--- config.mk ---
export PLATFORM = sky130hd
export DESIGN_NAME = regfile_wb_sched_flat
export DESIGN_NICKNAME = d
export VERILOG_FILES = /design/src/rtl/regfile_wb_sched_if.sv /design/src/rtl/regfile_wb_sched.sv /design/src/flat_wrapper.sv
export SDC_FILE = /design/constraint.sdc
export NUM_CORES = 1
export LEC_CHECK = 0
export CAP_MARGIN = 10
export CORE_MARGIN = 2
export CORE_UTILIZATION = 42
export CTS_BUF_LIST = sky130_fd_sc_hd__clkbuf_16
export CTS_CLUSTER_SIZE = 16
export DETAILED_ROUTE_END_ITERATION = 8
export PLACE_DENSITY = 0.65
export SLEW_MARGIN = 25
export SYNTH_ARGS = -nofsm -noshare
export SYNTH_HDL_FRONTEND = slang
export SYNTH_SLANG_ARGS = --single-unit
--- constraint.sdc ---
create_clock -name clk -period 4.35 [get_ports clk]
set_clock_uncertainty 0.15 [all_clocks]
set_input_delay 0.87 -clock clk [delete_from_list [all_inputs] [get_ports clk]]
set_output_delay 0.87 -clock clk [all_outputs]
set_load 0.05 [all_outputs]
--- src/rtl/regfile_wb_sched_if.sv ---
// Write-back scheduler bus: reservation/hazard query, two write-back requesters,
// regfile write port and status.
interface regfile_wb_sched_if #(
    parameter int ADDR_W = 6,
    parameter int DATA_W = 32
);
    logic              rsv_valid;
    logic [ADDR_W-1:0] rsv_addr;
    logic              rsv_ready;
    logic [ADDR_W-1:0] q_ra1;
    logic [ADDR_W-1:0] q_ra2;
    logic              haz1;
    logic              haz2;
    logic              wb0_valid;
    logic [ADDR_W-1:0] wb0_addr;
    logic [DATA_W-1:0] wb0_data;
    logic              wb0_ready;
    logic              wb1_valid;
    logic [ADDR_W-1:0] wb1_addr;
    logic [DATA_W-1:0] wb1_data;
    logic              wb1_ready;
    logic              rf_we;
    logic [ADDR_W-1:0] rf_wa;
    logic [DATA_W-1:0] rf_wd;
    logic [ADDR_W:0]   busy_cnt;
    logic              wb_err;

    modport master (
        output rsv_valid, rsv_addr, q_ra1, q_ra2,
        output wb0_valid, wb0_addr, wb0_data,
        output wb1_valid, wb1_addr, wb1_data,
        input  rsv_ready, haz1, haz2, wb0_ready, wb1_ready,
        input  rf_we, rf_wa, rf_wd, busy_cnt, wb_err
    );

    modport slave (
        input  rsv_valid, rsv_addr, q_ra1, q_ra2,
        input  wb0_valid, wb0_addr, wb0_data,
        input  wb1_valid, wb1_addr, wb1_data,
        output rsv_ready, haz1, haz2, wb0_ready, wb1_ready,
        output rf_we, rf_wa, rf_wd, busy_cnt, wb_err
    );
endinterface

--- src/rtl/regfile_wb_sched.sv ---
// Round-robin write-back arbiter for the single regfile write port, plus a
// per-register busy scoreboard used by issue for reservations and hazard checks.
module regfile_wb_sched #(
    parameter int ADDR_W = 6,
    parameter int DATA_W = 32,
    parameter int NREGS  = 64
) (
    input logic               clk,
    input logic               reset,
    regfile_wb_sched_if.slave bus
);
    localparam logic [ADDR_W:0]   CNT_MAX   = (ADDR_W + 1)'(NREGS);
    localparam logic [ADDR_W-1:0] ADDR_ZERO = {ADDR_W{1'b0}};

    logic [NREGS-1:0]  busy_r;
    logic [ADDR_W:0]   busy_cnt_r;
    logic              last_grant_r;
    logic              rf_we_r;
    logic [ADDR_W-1:0] rf_wa_r;
    logic [DATA_W-1:0] rf_wd_r;
    logic              wb_err_r;

    logic              gnt0_s;
    logic              gnt1_s;
    logic              hs_s;
    logic [ADDR_W-1:0] hs_addr_s;
    logic [DATA_W-1:0] hs_data_s;
    logic              rsv_ready_s;
    logic              set_s;
    logic              clr_s;
    logic              clr_busy_s;
    logic              err_s;
    logic [NREGS-1:0]  busy_nxt_s;
    logic [ADDR_W:0]   busy_cnt_nxt_s;

    // Grant selection: a lone requester always wins; on contention the one not granted last wins.
    always_comb begin
        gnt0_s = 1'b0;
        gnt1_s = 1'b0;
        case ({bus.wb1_valid, bus.wb0_valid})
            2'b01: gnt0_s = 1'b1;
            2'b10: gnt1_s = 1'b1;
            2'b11: begin
                if (last_grant_r) begin
                    gnt0_s = 1'b1;
                end else begin
                    gnt1_s = 1'b1;
                end
            end
            default: begin
                gnt0_s = 1'b0;
                gnt1_s = 1'b0;
            end
        endcase
    end

    // Mux the granted requester onto the handshake path.
    always_comb begin
        hs_s = gnt0_s | gnt1_s;
        if (gnt1_s) begin
            hs_addr_s = bus.wb1_addr;
            hs_data_s = bus.wb1_data;
        end else begin
            hs_addr_s = bus.wb0_addr;
            hs_data_s = bus.wb0_data;
        end
    end

    // Scoreboard update terms; register 0 is never tracked (busy_r[0] stays 0).
    always_comb begin
        rsv_ready_s = bus.rsv_valid & ~busy_r[bus.rsv_addr];
        set_s       = rsv_ready_s & (bus.rsv_addr != ADDR_ZERO);
        clr_s       = hs_s & (hs_addr_s != ADDR_ZERO);
        clr_busy_s  = clr_s & busy_r[hs_addr_s];
        err_s       = clr_s & ~busy_r[hs_addr_s];
    end

    // Next busy vector; set applied after clear so a reservation is never lost.
    always_comb begin
        busy_nxt_s = busy_r;
        if (clr_s) begin
            busy_nxt_s[hs_addr_s] = 1'b0;
        end else begin
            busy_nxt_s = busy_r;
        end
        if (set_s) begin
            busy_nxt_s[bus.rsv_addr] = 1'b1;
        end else begin
            busy_nxt_s[0] = 1'b0;
        end
    end

    // Incremental popcount: only a clear of a genuinely busy entry decrements.
    always_comb begin
        busy_cnt_nxt_s = busy_cnt_r;
        case ({set_s, clr_busy_s})
            2'b10: begin
                if (busy_cnt_r != CNT_MAX) begin
                    busy_cnt_nxt_s = busy_cnt_r + {{ADDR_W{1'b0}}, 1'b1};
                end else begin
                    busy_cnt_nxt_s = busy_cnt_r;
                end
            end
            2'b01: busy_cnt_nxt_s = busy_cnt_r - {{ADDR_W{1'b0}}, 1'b1};
            default: busy_cnt_nxt_s = busy_cnt_r;
        endcase
    end

    // Scoreboard state and busy count.
    always_ff @(posedge clk or posedge reset) begin
        if (reset) begin
            busy_r     <= {NREGS{1'b0}};
            busy_cnt_r <= {(ADDR_W + 1){1'b0}};
        end else begin
            busy_r     <= busy_nxt_s;
            busy_cnt_r <= busy_cnt_nxt_s;
        end
    end

    // Round-robin pointer; resets to 1 so requester 0 wins the first contention.
    always_ff @(posedge clk or posedge reset) begin
        if (reset) begin
            last_grant_r <= 1'b1;
        end else if (hs_s) begin
            last_grant_r <= gnt1_s;
        end else begin
            last_grant_r <= last_grant_r;
        end
    end

    // Registered write port: one cycle after a handshake; address/data hold otherwise.
    always_ff @(posedge clk or posedge reset) begin
        if (reset) begin
            rf_we_r <= 1'b0;
            rf_wa_r <= {ADDR_W{1'b0}};
            rf_wd_r <= {DATA_W{1'b0}};
        end else if (clr_s) begin
            rf_we_r <= 1'b1;
            rf_wa_r <= hs_addr_s;
            rf_wd_r <= hs_data_s;
        end else begin
            rf_we_r <= 1'b0;
            rf_wa_r <= rf_wa_r;
            rf_wd_r <= rf_wd_r;
        end
    end

    // Sticky flag for a write-back that found its destination not reserved.
    always_ff @(posedge clk or posedge reset) begin
        if (reset) begin
            wb_err_r <= 1'b0;
        end else if (err_s) begin
            wb_err_r <= 1'b1;
        end else begin
            wb_err_r <= wb_err_r;
        end
    end

    assign bus.rsv_ready = rsv_ready_s;
    assign bus.haz1      = busy_r[bus.q_ra1];
    assign bus.haz2      = busy_r[bus.q_ra2];
    assign bus.wb0_ready = gnt0_s;
    assign bus.wb1_ready = gnt1_s;
    assign bus.rf_we     = rf_we_r;
    assign bus.rf_wa     = rf_wa_r;
    assign bus.rf_wd     = rf_wd_r;
    assign bus.busy_cnt  = busy_cnt_r;
    assign bus.wb_err    = wb_err_r;
endmodule

--- src/flat_wrapper.sv ---
// flat-port wrapper written by rule: the top's interface ports become plain ports
module regfile_wb_sched_flat 
#(
    parameter int ADDR_W = 6,
    parameter int DATA_W = 32,
    parameter int NREGS  = 64
)
  (clk, reset, bus_rsv_valid, bus_rsv_addr, bus_q_ra1, bus_q_ra2, bus_wb0_valid, bus_wb0_addr, bus_wb0_data, bus_wb1_valid, bus_wb1_addr, bus_wb1_data, bus_rsv_ready, bus_haz1, bus_haz2, bus_wb0_ready, bus_wb1_ready, bus_rf_we, bus_rf_wa, bus_rf_wd, bus_busy_cnt, bus_wb_err);
  regfile_wb_sched_if #(.ADDR_W(ADDR_W), .DATA_W(DATA_W)) bus_i ();
  input logic clk;
  input logic reset;
  input wire logic [$bits(bus_i.rsv_valid)-1:0] bus_rsv_valid;
  input wire logic [$bits(bus_i.rsv_addr)-1:0] bus_rsv_addr;
  input wire logic [$bits(bus_i.q_ra1)-1:0] bus_q_ra1;
  input wire logic [$bits(bus_i.q_ra2)-1:0] bus_q_ra2;
  input wire logic [$bits(bus_i.wb0_valid)-1:0] bus_wb0_valid;
  input wire logic [$bits(bus_i.wb0_addr)-1:0] bus_wb0_addr;
  input wire logic [$bits(bus_i.wb0_data)-1:0] bus_wb0_data;
  input wire logic [$bits(bus_i.wb1_valid)-1:0] bus_wb1_valid;
  input wire logic [$bits(bus_i.wb1_addr)-1:0] bus_wb1_addr;
  input wire logic [$bits(bus_i.wb1_data)-1:0] bus_wb1_data;
  output wire logic [$bits(bus_i.rsv_ready)-1:0] bus_rsv_ready;
  output wire logic [$bits(bus_i.haz1)-1:0] bus_haz1;
  output wire logic [$bits(bus_i.haz2)-1:0] bus_haz2;
  output wire logic [$bits(bus_i.wb0_ready)-1:0] bus_wb0_ready;
  output wire logic [$bits(bus_i.wb1_ready)-1:0] bus_wb1_ready;
  output wire logic [$bits(bus_i.rf_we)-1:0] bus_rf_we;
  output wire logic [$bits(bus_i.rf_wa)-1:0] bus_rf_wa;
  output wire logic [$bits(bus_i.rf_wd)-1:0] bus_rf_wd;
  output wire logic [$bits(bus_i.busy_cnt)-1:0] bus_busy_cnt;
  output wire logic [$bits(bus_i.wb_err)-1:0] bus_wb_err;
  assign bus_i.rsv_valid = bus_rsv_valid;
  assign bus_i.rsv_addr = bus_rsv_addr;
  assign bus_i.q_ra1 = bus_q_ra1;
  assign bus_i.q_ra2 = bus_q_ra2;
  assign bus_i.wb0_valid = bus_wb0_valid;
  assign bus_i.wb0_addr = bus_wb0_addr;
  assign bus_i.wb0_data = bus_wb0_data;
  assign bus_i.wb1_valid = bus_wb1_valid;
  assign bus_i.wb1_addr = bus_wb1_addr;
  assign bus_i.wb1_data = bus_wb1_data;
  assign bus_rsv_ready = bus_i.rsv_ready;
  assign bus_haz1 = bus_i.haz1;
  assign bus_haz2 = bus_i.haz2;
  assign bus_wb0_ready = bus_i.wb0_ready;
  assign bus_wb1_ready = bus_i.wb1_ready;
  assign bus_rf_we = bus_i.rf_we;
  assign bus_rf_wa = bus_i.rf_wa;
  assign bus_rf_wd = bus_i.rf_wd;
  assign bus_busy_cnt = bus_i.busy_cnt;
  assign bus_wb_err = bus_i.wb_err;
  regfile_wb_sched #(.ADDR_W(ADDR_W), .DATA_W(DATA_W), .NREGS(NREGS)) u_core (.clk(clk), .reset(reset), .bus(bus_i));
endmodule
==> impl_metrics.py <==
metrics = {
    "sta": {
        "max_freq_mhz": 232,
        "tightest_slew_ns": 0.842,
        "finalCritPeriodShare": 0.989,
        "slew_violations": 0,
        "fin_crit_ns": 4.30,
        "fin_ws_ns": 0.0478,
        "setup_violations": 0,
        "hold_viol": 0,
        "grt_setup_unrepaired": "no",
        "slew_headroom": 0.433,
        "tns_ns": 0,
    },
    "global_route": {
        "grt_pass1_wl_um": 42200,
        "grt_overflow": 0,
        "grt_pass1_vias": 7156,
        "antenna_found_initial": 0,
        "grt_max_degree": 80,
        "grt_use_total": 0.279,
    },
    "floorplanning": {
        "boundaryPins": 151,
        "core_sq_mm": 0.0179,
        "die_area_sq_mm": 0.0193,
        "die_h_um": 139,
        "dieWidth_um": 139,
        "initial_core_util": 0.427,
        "num_rows": 49,
    },
    "drt": {
        "routedWlPerCell_um": 22.7,
        "wl_um": 26800,
        "drt_iter0_markers": 843,
        "ant_nets": 0,
        "route.detailed.drc": 0,
        "vias": 7307,
        "drt-pass1-iter-count": 5,
        "viasPerCell": 6.21,
    },
    "synthesis": {
        "syn_area_sq_mm": 0.00765,
        "async_flop_share": 1.00,
        "synthFlopType": "dfrtp_1",
        "synthDistinctLibCells": 62,
        "syn_area_per_cell_sq_um": 10.2,
        "synth_edf_count": 0,
        "synth-seq-area-share": 0.366,
        "synth_cells": 750,
        "yosys_register_bits": 112,
        "synth_warnings": 0,
        "syn_nets": 850,
    },
    "hold_path": {
        "whs_path_depth": 1,
        "holdPathEnd": "u_core.bus.wb_err",
        "worstHoldStart": "u_core.bus.wb_err",
        "hp-class": "register to register",
    },
    "clock_network": {
        "htreeDepth": 3,
        "cts_buffers": 9,
        "cts_tree": "yes",
        "clkLatencyLatePin_ns": 0.36,
        "clkSinkCount": 112,
        "cts_buffer_depth": 2,
        "cts_hold_buf": 0,
        "cts_root_buf": "clkbuf_16",
        "clk_pin_slew_ns": 0.08,
    },
    "final_layout": {
        "nets": 1043,
        "final_area_sq_mm": 0.0103,
        "drive_gt1_frac": 0.226,
        "final_common_cell": "clkdlybuf4s50_1",
        "final_cell_mix": "clkdlybuf4s50_1, o21ai_0, dfrtp_1",
        "antenna_cells": 0,
        "layout-area-overhead-vs-synth_pct": 34.4,
    },
    "placement": {
        "place_congestion": 0.956,
        "place_hpwl_um": 20100,
        "dpl_cell_area_sq_mm": 0.00999,
        "portBuffers": 150,
        "place_ws_ns": -0.270,
    },
    "pwr": {
        "peakVddDrop_uv": 233,
        "power_density_mw_per_mm2": 392,
        "p_leak_nw": 4.10,
    },
    "setup_path": {
        "cp_common_cell": "mux4_2",
        "crit_path_max_fanout": 16,
        "r2r_end": "u_core.bus.busy_cnt[6]",
        "ff2ff_path_depth": 15,
        "regToRegSetupSlack_ns": 0.72,
        "cp_slowest_cell": "mux4_2",
        "timing.rr.start": "u_core.last_grant_r",
        "required_ns": 3.33,
        "max_stage_delay_ns": 0.53,
        "crit_path_start_kind": "primary input",
        "worstPathArrival_ns": 3.28,
        "critPathKind": "primary input to primary output",
        "end_kind": "primary output",
        "cp_cell_sequence": "clkdlybuf4s50_1 -> buf_12 -> mux4_2 -> mux4_2 -> mux4_2 -> buf_4",
    },
    "outcome": {
        "outcome": "complete, no violations",
    },
    "flow_run": {
        "drv_cap": 0,
    },
}
==> area by class of cell <==
cell class              instances  area (sq um)
clock buffers                   9           225
repair buffers                233          2260
flip-flops and latches        112          2800
multi-input cells             576          4610
fillers                      1581          7620
clock inverters                 7          50.0
well taps                     229           287
inverters                      11          43.8
==> synthesized netlist by cell type (3+ instances only) <==
cell type / count / area [sq um]
nand4_1: 5 / 31.3
nand3b_1: 7 / 52.6
o22ai_1: 5 / 31.3
a21o_1: 4 / 30.0
mux2_4: 3 / 45.0
a21oi_1: 16 / 80.1
mux2i_1: 19 / 190
and3_1: 5 / 31.3
nand2b_1: 3 / 18.8
nor2_1: 59 / 221
a22oi_1: 4 / 30.0
dfrtp_1: 111 / 2780
nor3_1: 9 / 45.0
a221o_1: 3 / 30.0
a2111oi_0: 3 / 26.3
xnor2_1: 6 / 52.6
nor3b_1: 6 / 45.0
o2111ai_1: 4 / 35.0
a211oi_1: 3 / 22.5
buf_2: 13 / 65.1
o21ai_0: 132 / 661
mux2_2: 15 / 169
or3b_2: 4 / 35.0
clkbuf_1: 30 / 113
inv_1: 10 / 37.5
or4_1: 3 / 22.5
mux4_2: 76 / 1710
buf_1: 5 / 18.8
nor2b_1: 3 / 18.8
nand3_1: 12 / 60.1
nand2_1: 100 / 375
and2_1: 5 / 31.3
a31oi_1: 33 / 206
==> metrics by stage <==
step           power, mW  std cells  hold WS (ns)  utilization
2_1_floorplan       2.55        750         0.316            -
6_report            4.03       1177         0.314        0.574
4_1_cts             4.01       1176         0.316        0.573
3_5_place_dp        3.22       1160         0.297        0.558
5_1_grt             4.22       1177         0.335        0.574
3_3_place_gp        3.20       1160         0.294        0.558
==> cells by family after synthesis <==
logic type / count (synthesis) / synth area share
flip-flops: 112 / 0.366
AO/OA/AOI/OAI: 224 / 0.170
adder cells (fa/ha/maj): 1 / 0.00163
multiplexers: 114 / 0.280
buffers and inverters: 62 / 0.0345
XOR/XNOR: 7 / 0.00801
AND/OR/NAND/NOR: 230 / 0.139
==> sequential cells by signal, indices dropped and copies added (netlist names) <==
| register | flops |
|---|---|
| u_core.busy_r | 64 |
| u_core.bus.rf_wd | 32 |
| u_core.bus.busy_cnt | 7 |
| u_core.bus.rf_wa | 6 |
| u_core.bus.rf_we | 1 |
| u_core.bus.wb_err | 1 |
| u_core.last_grant_r | 1 |
==> worst max path at each step <==
stage / start / end / slack, ns / cells after the start
floorplan: bus_q_ra1[0] / bus_haz1 / 0.07 / 5
global placement: bus_wb1_valid / u_core.bus.busy_cnt[4] / -0.15 / 15
detailed placement: bus_wb0_valid / u_core.bus.busy_cnt[6] / -0.27 / 16
CTS: bus_rsv_addr[1] / bus_rsv_ready / 0.02 / 9
global route: bus_q_ra1[1] / bus_haz1 / 0.02 / 6
finish: bus_q_ra1[1] / bus_haz1 / 0.05 / 6
==> layer usage <==
metal | vias up | routed length [um] | track usage
met5 | - | 0 | 0.00501
met3 | 60 | 3050 | 0.0742
met2 | 469 | 11800 | 0.419
met4 | 0 | 804 | 0.0952
li1 | 3248 | - | -
met1 | 3530 | 11100 | 0.396
==> where the power goes <==
group | internal, mW | leakage, nW | switching [mW]
sequential | 1.25 | 1.38 | 0.356
clock | 0.389 | 0.134 | 0.398
combinational | 0.803 | 2.58 | 0.832
total | 2.44 | 4.10 | 1.59
==> worst max-delay path: cells and delay by family <==
| kind | cells | cell delay, ns |
|---|---|---|
| buffers and inverters | 3 | 0.87 |
| multiplexers | 3 | 1.53 |
==> timing repair <==
item                       4_1_cts  5_1_grt
setup buffers                    0        1
setup endpoints to repair        0        3
resized for setup                0        4
No activity file was read; power rests on OpenSTA's default activity.
